<file path="src/rtl/alu_muldiv.sv">
// alu_muldiv: execute-stage ALU with registered result, valid/ready on both
// sides, single-cycle base/multiply ops and an iterative radix-2 divider.
module alu_muldiv #(
   parameter int unsigned DATA_WIDTH    = 32,
   parameter int unsigned OPCODE_LENGTH = 5,
   parameter int unsigned TAG_WIDTH     = 5
) (
   input  logic                     clk,
   input  logic                     reset,
   input  logic                     flush,
   input  logic                     in_valid,
   output logic                     in_ready,
   input  logic [DATA_WIDTH-1:0]    SrcA,
   input  logic [DATA_WIDTH-1:0]    SrcB,
   input  logic [OPCODE_LENGTH-1:0] Operation,
   input  logic [TAG_WIDTH-1:0]     in_tag,
   output logic                     out_valid,
   input  logic                     out_ready,
   output logic [DATA_WIDTH-1:0]    ALUResult,
   output logic [TAG_WIDTH-1:0]     out_tag,
   output logic                     busy
);

   localparam int unsigned SHW = $clog2(DATA_WIDTH);
   localparam int unsigned CW  = $clog2(DATA_WIDTH);

   localparam logic [DATA_WIDTH-1:0] MIN_NEG   = {1'b1, {(DATA_WIDTH-1){1'b0}}};
   localparam logic [CW-1:0]         LAST_ITER = CW'(DATA_WIDTH - 1);

   localparam logic [OPCODE_LENGTH-1:0] OP_AND    = OPCODE_LENGTH'(0);
   localparam logic [OPCODE_LENGTH-1:0] OP_OR     = OPCODE_LENGTH'(1);
   localparam logic [OPCODE_LENGTH-1:0] OP_ADD    = OPCODE_LENGTH'(2);
   localparam logic [OPCODE_LENGTH-1:0] OP_SLL    = OPCODE_LENGTH'(3);
   localparam logic [OPCODE_LENGTH-1:0] OP_SRL    = OPCODE_LENGTH'(4);
   localparam logic [OPCODE_LENGTH-1:0] OP_SUB    = OPCODE_LENGTH'(5);
   localparam logic [OPCODE_LENGTH-1:0] OP_SRA    = OPCODE_LENGTH'(6);
   localparam logic [OPCODE_LENGTH-1:0] OP_SLT    = OPCODE_LENGTH'(7);
   localparam logic [OPCODE_LENGTH-1:0] OP_EQ     = OPCODE_LENGTH'(8);
   localparam logic [OPCODE_LENGTH-1:0] OP_NE     = OPCODE_LENGTH'(9);
   localparam logic [OPCODE_LENGTH-1:0] OP_LT     = OPCODE_LENGTH'(10);
   localparam logic [OPCODE_LENGTH-1:0] OP_GE     = OPCODE_LENGTH'(11);
   localparam logic [OPCODE_LENGTH-1:0] OP_XOR    = OPCODE_LENGTH'(12);
   localparam logic [OPCODE_LENGTH-1:0] OP_LTU    = OPCODE_LENGTH'(13);
   localparam logic [OPCODE_LENGTH-1:0] OP_GEU    = OPCODE_LENGTH'(14);
   localparam logic [OPCODE_LENGTH-1:0] OP_MUL    = OPCODE_LENGTH'(15);
   localparam logic [OPCODE_LENGTH-1:0] OP_MULH   = OPCODE_LENGTH'(16);
   localparam logic [OPCODE_LENGTH-1:0] OP_MULHSU = OPCODE_LENGTH'(17);
   localparam logic [OPCODE_LENGTH-1:0] OP_MULHU  = OPCODE_LENGTH'(18);
   localparam logic [OPCODE_LENGTH-1:0] OP_DIV    = OPCODE_LENGTH'(19);
   localparam logic [OPCODE_LENGTH-1:0] OP_DIVU   = OPCODE_LENGTH'(20);
   localparam logic [OPCODE_LENGTH-1:0] OP_REM    = OPCODE_LENGTH'(21);
   localparam logic [OPCODE_LENGTH-1:0] OP_REMU   = OPCODE_LENGTH'(22);

   typedef enum logic [1:0] {
      IDLE    = 2'd0,
      HOLD    = 2'd1,
      DIV_RUN = 2'd2
   } state_t;

   state_t state;

   // divider working registers
   logic [DATA_WIDTH-1:0] dq;      // dividend shifting out, quotient shifting in
   logic [DATA_WIDTH-1:0] dr;      // partial remainder
   logic [DATA_WIDTH-1:0] dd;      // divisor magnitude
   logic [CW-1:0]         cnt;
   logic                  neg_q;
   logic                  neg_r;
   logic                  want_rem;
   logic [TAG_WIDTH-1:0]  div_tag;

   logic                  accept;
   logic [SHW-1:0]        shamt;
   logic                  sign_a;
   logic                  sign_b;
   logic [2*DATA_WIDTH-1:0] mul_a;
   logic [2*DATA_WIDTH-1:0] mul_b;
   logic [2*DATA_WIDTH-1:0] prod;
   logic [DATA_WIDTH-1:0] res;
   logic                  is_div_op;
   logic                  div_signed;
   logic                  div_zero;
   logic                  div_ovf;
   logic                  div_early;
   logic [DATA_WIDTH-1:0] mag_a;
   logic [DATA_WIDTH-1:0] mag_b;
   logic [DATA_WIDTH:0]   rs;
   logic [DATA_WIDTH:0]   diff;
   logic [DATA_WIDTH-1:0] q_nxt;
   logic [DATA_WIDTH-1:0] r_nxt;
   logic [DATA_WIDTH-1:0] div_final;

   // ready when empty, or when the held result is being consumed this cycle
   assign in_ready = !flush && ((state == IDLE) || ((state == HOLD) && out_ready));
   assign accept   = in_valid && in_ready;
   assign shamt    = SrcB[SHW-1:0];

   // one shared 2W-bit multiplier; operand extension selects the signedness
   always_comb begin
      sign_a = (Operation == OP_MULH) || (Operation == OP_MULHSU);
      sign_b = (Operation == OP_MULH);
      mul_a  = {{DATA_WIDTH{sign_a & SrcA[DATA_WIDTH-1]}}, SrcA};
      mul_b  = {{DATA_WIDTH{sign_b & SrcB[DATA_WIDTH-1]}}, SrcB};
      prod   = mul_a * mul_b;
   end

   // divide classification and operand magnitudes
   always_comb begin
      is_div_op  = (Operation == OP_DIV) || (Operation == OP_DIVU) ||
                   (Operation == OP_REM) || (Operation == OP_REMU);
      div_signed = (Operation == OP_DIV) || (Operation == OP_REM);
      div_zero   = (SrcB == '0);
      div_ovf    = div_signed && (SrcA == MIN_NEG) && (SrcB == '1);
      div_early  = is_div_op && (div_zero || div_ovf);
      mag_a      = (div_signed && SrcA[DATA_WIDTH-1]) ? -SrcA : SrcA;
      mag_b      = (div_signed && SrcB[DATA_WIDTH-1]) ? -SrcB : SrcB;
   end

   // single-cycle result; divide entries hold the early-out values only
   always_comb begin
      res = '0;
      case (Operation)
         OP_AND:    res = SrcA & SrcB;
         OP_OR:     res = SrcA | SrcB;
         OP_ADD:    res = SrcA + SrcB;
         OP_SLL:    res = SrcA << shamt;
         OP_SRL:    res = SrcA >> shamt;
         OP_SUB:    res = SrcA - SrcB;
         OP_SRA:    res = $unsigned($signed(SrcA) >>> shamt);
         OP_SLT:    res = DATA_WIDTH'($signed(SrcA) < $signed(SrcB));
         OP_EQ:     res = DATA_WIDTH'(SrcA == SrcB);
         OP_NE:     res = DATA_WIDTH'(SrcA != SrcB);
         OP_LT:     res = DATA_WIDTH'($signed(SrcA) < $signed(SrcB));
         OP_GE:     res = DATA_WIDTH'($signed(SrcA) >= $signed(SrcB));
         OP_XOR:    res = SrcA ^ SrcB;
         OP_LTU:    res = DATA_WIDTH'(SrcA < SrcB);
         OP_GEU:    res = DATA_WIDTH'(SrcA >= SrcB);
         OP_MUL:    res = prod[DATA_WIDTH-1:0];
         OP_MULH:   res = prod[2*DATA_WIDTH-1:DATA_WIDTH];
         OP_MULHSU: res = prod[2*DATA_WIDTH-1:DATA_WIDTH];
         OP_MULHU:  res = prod[2*DATA_WIDTH-1:DATA_WIDTH];
         OP_DIV:    res = div_zero ? '1 : MIN_NEG;
         OP_DIVU:   res = '1;
         OP_REM:    res = div_zero ? SrcA : '0;
         OP_REMU:   res = SrcA;
         default:   res = '0;
      endcase
   end

   // one restoring step: shift in the next dividend bit, subtract if it fits
   always_comb begin
      rs   = {dr, dq[DATA_WIDTH-1]};
      diff = rs - {1'b0, dd};
      if (diff[DATA_WIDTH]) begin
         r_nxt = rs[DATA_WIDTH-1:0];
         q_nxt = {dq[DATA_WIDTH-2:0], 1'b0};
      end else begin
         r_nxt = diff[DATA_WIDTH-1:0];
         q_nxt = {dq[DATA_WIDTH-2:0], 1'b1};
      end
      if (want_rem) begin
         div_final = neg_r ? -r_nxt : r_nxt;
      end else begin
         div_final = neg_q ? -q_nxt : q_nxt;
      end
   end

   // control FSM with registered outputs and divider datapath
   always_ff @(posedge clk or posedge reset) begin
      if (reset) begin
         state     <= IDLE;
         out_valid <= 1'b0;
         busy      <= 1'b0;
         ALUResult <= '0;
         out_tag   <= '0;
         dq        <= '0;
         dr        <= '0;
         dd        <= '0;
         cnt       <= '0;
         neg_q     <= 1'b0;
         neg_r     <= 1'b0;
         want_rem  <= 1'b0;
         div_tag   <= '0;
      end else if (flush) begin
         state     <= IDLE;
         out_valid <= 1'b0;
         busy      <= 1'b0;
      end else begin
         case (state)
            IDLE, HOLD: begin
               if (accept) begin
                  if (is_div_op && !div_early) begin
                     state     <= DIV_RUN;
                     out_valid <= 1'b0;
                     busy      <= 1'b1;
                     dq        <= mag_a;
                     dr        <= '0;
                     dd        <= mag_b;
                     cnt       <= '0;
                     neg_q     <= div_signed && (SrcA[DATA_WIDTH-1] ^ SrcB[DATA_WIDTH-1]);
                     neg_r     <= div_signed && SrcA[DATA_WIDTH-1];
                     want_rem  <= (Operation == OP_REM) || (Operation == OP_REMU);
                     div_tag   <= in_tag;
                  end else begin
                     state     <= HOLD;
                     out_valid <= 1'b1;
                     ALUResult <= res;
                     out_tag   <= in_tag;
                  end
               end else if ((state == HOLD) && out_ready) begin
                  state     <= IDLE;
                  out_valid <= 1'b0;
               end
            end
            DIV_RUN: begin
               dq  <= q_nxt;
               dr  <= r_nxt;
               cnt <= cnt + CW'(1);
               if (cnt == LAST_ITER) begin
                  state     <= HOLD;
                  busy      <= 1'b0;
                  out_valid <= 1'b1;
                  ALUResult <= div_final;
                  out_tag   <= div_tag;
               end
            end
            default: begin
               state     <= IDLE;
               out_valid <= 1'b0;
               busy      <= 1'b0;
            end
         endcase
      end
   end

endmodule

</file>
<file path="config.mk">
export PLATFORM = sky130hd
export DESIGN_NAME = alu_muldiv
export DESIGN_NICKNAME = d
export VERILOG_FILES = /design/src/rtl/alu_muldiv.sv
export SDC_FILE = /design/constraint.sdc
export NUM_CORES = 2
export LEC_CHECK = 0
export ABC_AREA = 1
export CORE_AREA = 2 2 354 356
export CTS_CLUSTER_SIZE = 28
export DETAILED_ROUTE_END_ITERATION = 10
export DIE_AREA = 0 0 356 358
export PLACE_DENSITY = 0.66
export SLEW_MARGIN = 40
export SYNTH_ARGS = -nofsm -noshare
export SYNTH_HDL_FRONTEND = slang
export SYNTH_SLANG_ARGS = --single-unit
</file>
<file path="constraint.sdc">
create_clock -name clk -period 5.6 [get_ports clk]
set_input_delay 0.84 -clock clk [delete_from_list [all_inputs] [get_ports clk]]
set_output_delay 0.84 -clock clk [all_outputs]
set_load 0.05 [all_outputs]
</file>
### After elaboration in Yosys (flattened, before gate mapping)

Cells that the tools add are included.

| storage, ports and cells | value |
|---|---|
| register bits | 150 |
| input bits | 79 |
| output and inout bits | 40 |
| word-level logic and storage cells | 149 |

| cells by class | value |
|---|---|
| $add $sub $neg | 8 |
| multipliers | 1 |
| $lt $le $gt $ge | 4 |
| equality and inequality tests | 37 |
| shifts and indexed selects | 3 |
| mux-type cells | 44 |
| bitwise gates (word level) | 7 |
| reductions and logical operators | 32 |

Operators with widths:

| operator | number |
|---|---|
| $pmux W32 S20 | 1 |
| $mux W32 | 14 |
| $pmux W32 S2 | 3 |
| $neg A32 Y32 | 4 |
| $eq A32 B32 Y1 const B | 2 |
| $ge A32 B32 Y1 | 2 |
| $lt A32 B32 Y1 | 2 |
| $mul A33 B33 Y64 | 1 |
| $eq A5 B4 Y1 const B | 8 |
| $eq A5 B5 Y1 const B | 8 |
| $sub A33 B32 Y33 | 1 |
| $add A32 B32 Y32 | 1 |
| $and A32 B32 Y32 | 1 |
| $eq A32 B32 Y1 | 1 |
| $logic_not A32 Y1 | 1 |
| $ne A32 B32 Y1 | 1 |
| $or A32 B32 Y32 | 1 |
| $shl A32 B5 Y32 | 1 |
| $shr A32 B5 Y32 | 1 |
| $sshr A32 B5 Y32 | 1 |
| $sub A32 B32 Y32 | 1 |
| $xor A32 B32 Y32 | 1 |
| $mux W31 | 1 |
| $mux W5 | 5 |
| other kinds (29) | 73 |

### Depth between registers and ports, before layout

| depth | value |
|---|---|
| word-level depth | 12 |
| depth in mapped cells | 41 |

### Least setup slack after synthesis

Ideal clock, no wire load.

| path | value |
|---|---|
| kind | input-to-reg |
| start | input port SrcB[1] |
| end | register ALUResult[20] |
| setup time | 0.121 ns |
| data arrival time | 9.011 ns |
| data required time | 5.479 ns |
| setup slack | -3.532 ns |
| stages on the path | 33 |
| cells stage by stage | buf_2 -> clkinv_1 -> buf_1 -> clkbuf_1 -> clkbuf_1 -> nor2_1 -> fa_1 -> inv_1 -> fa_1 -> inv_1 -> fa_1 -> inv_1 -> fa_1 -> inv_1 -> fa_1 -> fa_1 -> fa_1 -> inv_1 -> fa_1 -> inv_1 -> ha_1 -> a21oi_1 -> inv_1 -> a31oi_1 -> o21ai_0 -> a21o_1 -> or2_2 -> nand3_1 -> nand3_1 -> nor2_1 -> nor2_1 -> nor2_1 -> a21oi_1 |

| between the ends | value |
|---|---|
| word-level cells in the longest chain between the ends | 8 |
| elaborated cells between the ends (all ways) | 21 |
| those cells by class | add/sub: 2; mul: 1; eq/ne: 2; shift: 3; mux: 6; reduce/logical: 7 |

Ends and longest elaborated chain:

| what | RTL line | RTL |
|---|---|---|
| start, declared | 14 | `input logic [DATA_WIDTH-1:0] SrcB,` |
| branches (longest 8 deep; another with $mul A33 B33 Y64) | -- |  |
| end signal, assigned | 207 | `ALUResult <= res;` |
| end signal, assigned | 223 | `ALUResult <= div_final;` |
| end, declared | 19 | `output logic [DATA_WIDTH-1:0] ALUResult,` |

Parallel ways; which one is timed is not known. The select of a mux whose other input is x is not followed.
A chain may end at the register's enable or synchronous reset.

### Worst setup path after layout

| path | value |
|---|---|
| start | input port Operation[4] |
| end | register ALUResult[20] |

| between the ends | value |
|---|---|
| word-level cells in the longest chain between the ends | 10 |
| elaborated cells between the ends (all ways) | 45 |
| those cells by class | mul: 1; eq/ne: 23; mux: 4; bitwise: 2; reduce/logical: 15 |

Ends and longest elaborated chain:

| what | RTL line | RTL |
|---|---|---|
| start, declared | 15 | `input logic [OPCODE_LENGTH-1:0] Operation,` |
| branches (longest 10 deep; another with $mul A33 B33 Y64) | -- |  |

Parallel ways; which one is timed is not known. The select of a mux whose other input is x is not followed.

==> metrics.log <==
INFO  metric synth_area_leader_cell = fa_1
INFO  metric synth-adder-area-share = 43.76%
INFO  metric synth_compound_area_share = 10.84%
INFO  metric failed_checks = negative setup slack
INFO  metric synthDominantCellAreaShare = 36.69%
INFO  metric synthesis.yosys.warnings = 0
INFO  metric grt_pass1_vias = 64804
INFO  metric slew_headroom = 36.13%
INFO  metric drt-initial-drc-count = 7508
INFO  metric gpl.final_weighted_congestion = 1.120
INFO  metric netlist_area = 61550 um^2
INFO  metric stdcell_count = 11301
INFO  metric top_level_ports = 119
INFO  metric layout_min_cycle_time = 7.971 ns
INFO  metric yosys.area_share.simple = 21.99%
INFO  metric critical_path.reg2reg.startpoint = dq[31]
INFO  metric final_design_area_no_fill = 77120 um^2
INFO  metric fillerInstances = 10949
INFO  metric avgRoutedWirePerCell = 26.09 um
INFO  metric post_synth_most_frequent_cells = 2263 x nand2_1, 2104 x inv_1, 1128 x fa_1
INFO  metric synth_enable_flop_cells = 0
INFO  metric cts.htree.levels = 4
INFO  metric timing.max_cap.violations = 0
INFO  metric ys_top_cells_by_area = fa_1 37%, nand2_1 14%, inv_1 13%
INFO  metric clock.fmax = 125.5 MHz
INFO  metric number_of_iterations_in_the_first_detailed_routing_pass = 8
INFO  metric dpl.cell_count = 11116
INFO  metric multiInputGateArea = 50810 um^2
INFO  metric site_rows = 129
INFO  metric worstHoldStart = ALUResult[4]
INFO  metric postSynth.topFlopCell = dfrtp_1
INFO  metric clkSlewWorstSetupHoldPaths = 0.09 ns
INFO  metric synth.lib_cells_used.distinct = 66
INFO  metric dp.final_hpwl = 241500 um
INFO  metric synth.avg_cell_area = 7.015 um^2
INFO  metric final_hold_viol_count = 0
INFO  metric cts_max_path_buffers = 2
INFO  metric vias = 64464
INFO  metric netlist_instances = 8774
INFO  metric postLayoutSetupSlackWorst = -2.371 ns
INFO  metric worst_skew_pair.late_latency = 0.49 ns
INFO  metric slew_violations = 0
INFO  metric area_delta_synth_final = 25.30%
INFO  metric postSynthNetCount = 10329
INFO  metric outcome = complete, but fails checks
INFO  metric nets = 11201
INFO  metric grt_pass1_wl = 423400 um
INFO  metric ys_seq_elements = 149
INFO  metric layout_worst_path_cycle_share = 142.3%
INFO  metric holdWs = 0.4909 ns
INFO  metric start_util = 49.91%
INFO  metric cts_tree = yes
INFO  metric grt_max_degree = 66
INFO  metric kind_of_cell_adding_the_most_delay_to_the_critical_path = adder cells
INFO  metric route.final.wire_length = 294800 um
INFO  metric globalRouteTotalUtil = 45.73%
INFO  metric setup.worst_path.class = in -> reg
INFO  metric final.setup_skew = 0.02918 ns
INFO  metric port-buffer-count = 118
INFO  metric synth_async_reset_ratio = 100.0%
INFO  metric placeableCoreArea = 123300 um^2
INFO  metric synth_top_family_by_area = adder cells
INFO  metric cts_buffers = 17
INFO  metric dpl_cell_area = 72270 um^2
INFO  metric post-route-drc-count = 0
INFO  metric worst-path-buf-inv = 11
INFO  metric sequential_share_of_the_synthesized_area = 6.058%
INFO  metric cpMostUsedCell = fa_1
INFO  metric via_cell_ratio = 5.704
INFO  metric arrival = 8.35 ns
INFO  metric die_width = 356 um
INFO  metric timing.critical_path.to_type = register
INFO  metric total_gr_overflow = 0
INFO  metric reg2reg_to = ALUResult[30]
INFO  metric cp_max_fo = 5
INFO  metric fp.dieH = 358 um
INFO  metric clock_sink_count = 149
INFO  metric final-seq-area = 3730 um^2
INFO  metric timing.final.setup_violations = 32
INFO  metric cp_slowest_cell = fa_2
INFO  metric r2r_cells = 31
INFO  metric timing.hold.worst_endpoint = ALUResult[4]
INFO  metric synth_xor_xnor_area_share = 1.366%
INFO  metric synth.most_common_cell = nand2_1
INFO  metric die_area = 127400 um^2
INFO  metric ctsRootBufferMaster = clkbuf_16
INFO  metric timing.critical_path.from_type = input pin
INFO  metric yosys-mux-area-fraction = 0.2602%
INFO  metric rsz_0062_raised_after_global_routing = true
INFO  metric worst-slew-pin-transition = 0.9580 ns
INFO  metric worst-endpoint-required = 5.98 ns
INFO  metric route.antenna.remaining_nets = 0
INFO  metric antenna_found_initial = 13
INFO  metric min_path_type = reg -> reg
INFO  metric cp_slowest_stage_delay = 0.66 ns
INFO  metric holdPathStages = 2
INFO  metric reg2reg_slack = 0.55 ns
INFO  metric post_route_cells_drive_above_1_share = 19.31%
INFO  metric final_core_utilization = 62.54%
## state kept, by name, summed over array words and instances, names as in the netlist
name and flops:
state 2, neg_r 1, busy 1, out_tag 5
dr 32, dq 32, ALUResult 32, neg_q 1
want_rem 1, div_tag 5, dd 32, cnt 5
## metrics by stage
step	worst slack, ns	setup TNS, ns
2_1_floorplan	-2.441	-64.78
3_3_place_gp	-3.571	-103.10
3_5_place_dp	-3.730	-106.49
4_1_cts	-2.334	-68.46
5_1_grt	-2.588	-76.96
6_report	-2.371	-70.73
## cell families (layout without fill, tap and decap cells)
logic type      Yosys count  count (layout)
mux                      16              16
compound gates         1173            1173
fa+ha+maj              1476            1476
buf+inv                2553            3438
flops                   149             149
xor+xnor                 96              96
simple gates           3311            3311
other cells               0               5
## routing by layer
| metal | GRT usage [%] | vias to the layer above | wire length [um] |
|---|---|---|---|
| met4 | 29.47 | 10 | 25300 |
| met5 | 0 | - | 68 |
| li1 | - | 28058 | - |
| met1 | 58.72 | 31609 | 110600 |
| met3 | 11.68 | 889 | 33610 |
| met2 | 68.75 | 3898 | 125300 |
## cell usage in the layout, fill, tap and decap left out, types with 17 or more instances in the layout
| master | Yosys | layout |
|---|---|---|
| nand2_4 | 6 | 26 |
| nand3_2 | 4 | 28 |
| o221ai_1 | 17 | 17 |
| dfrtp_1 | 149 | 148 |
| buf_2 | 18 | 27 |
| xnor2_1 | 20 | 20 |
| nor3_1 | 65 | 59 |
| nor2_4 | 4 | 46 |
| o22ai_1 | 56 | 56 |
| clkbuf_16 | 0 | 23 |
| nand3_1 | 302 | 264 |
| inv_2 | 13 | 76 |
| a31oi_1 | 32 | 18 |
| ha_4 | 0 | 48 |
| nor4_1 | 24 | 20 |
| inv_1 | 2104 | 2030 |
| a21oi_2 | 6 | 53 |
| o21ai_0 | 457 | 406 |
| o21ai_1 | 13 | 36 |
| a21oi_1 | 388 | 326 |
| fa_1 | 1128 | 1098 |
| or2_2 | 38 | 31 |
| buf_4 | 4 | 967 |
| buf_6 | 3 | 78 |
| xor2_1 | 76 | 76 |
| nand4_1 | 63 | 63 |
| nand2_2 | 30 | 80 |
| fa_2 | 0 | 30 |
| a21o_1 | 19 | 19 |
| buf_12 | 0 | 108 |
| o21ai_2 | 3 | 25 |
| ha_1 | 348 | 297 |
| nand2_1 | 2263 | 2192 |
| o211ai_1 | 38 | 38 |
| nor2_2 | 19 | 52 |
| clkdlybuf4s50_1 | 0 | 49 |
| nor2_1 | 464 | 389 |
## timing repair
item | in CTS | in global routing
setup endpoints to repair | 32 | 32
resized for setup | 467 | 247
cloned | 13 | 6
buffers inserted | 90 | 41
endpoints found under the hold margin | 0 | 0
hold buffers | 0 | 0
pin swaps | 184 | 165
## final cells by class
cell class | count | area share (%)
inverters | 2133 | 10.45
clock inverters | 15 | 0.2012
diodes | 5 | 0.01622
clock buffers | 17 | 0.5516
repair buffers | 1273 | 15.40
well taps | 1637 | 2.656
flip-flops and latches | 149 | 4.836
multi-input cells | 6072 | 65.89
## worst register-to-register path: cells and delay by family (launching register included)
kind | cells | cell delay [ns]
DFF | 1 | 0.40
and+or+nand+nor | 21 | 2.96
adders and majority gates | 3 | 0.82
AOI/OAI and AO/OA | 3 | 0.39
buffers and inverters | 4 | 0.45
## worst max-delay path by stage
stage,to,cells after the start,slack [ns],start
2_1_floorplan,ALUResult[23],32,-2.44,SrcB[1]
3_3_place_gp,ALUResult[16],30,-3.57,Operation[1]
3_5_place_dp,ALUResult[16],28,-3.73,Operation[1]
4_1_cts,ALUResult[13],37,-2.33,Operation[2]
5_1_grt,ALUResult[29],37,-2.59,Operation[2]
6_report,ALUResult[20],33,-2.37,Operation[4]
Power is left out: the tool's default activity adds up to more than one toggle a clock period on the data nets, which glitch-free logic cannot reach.
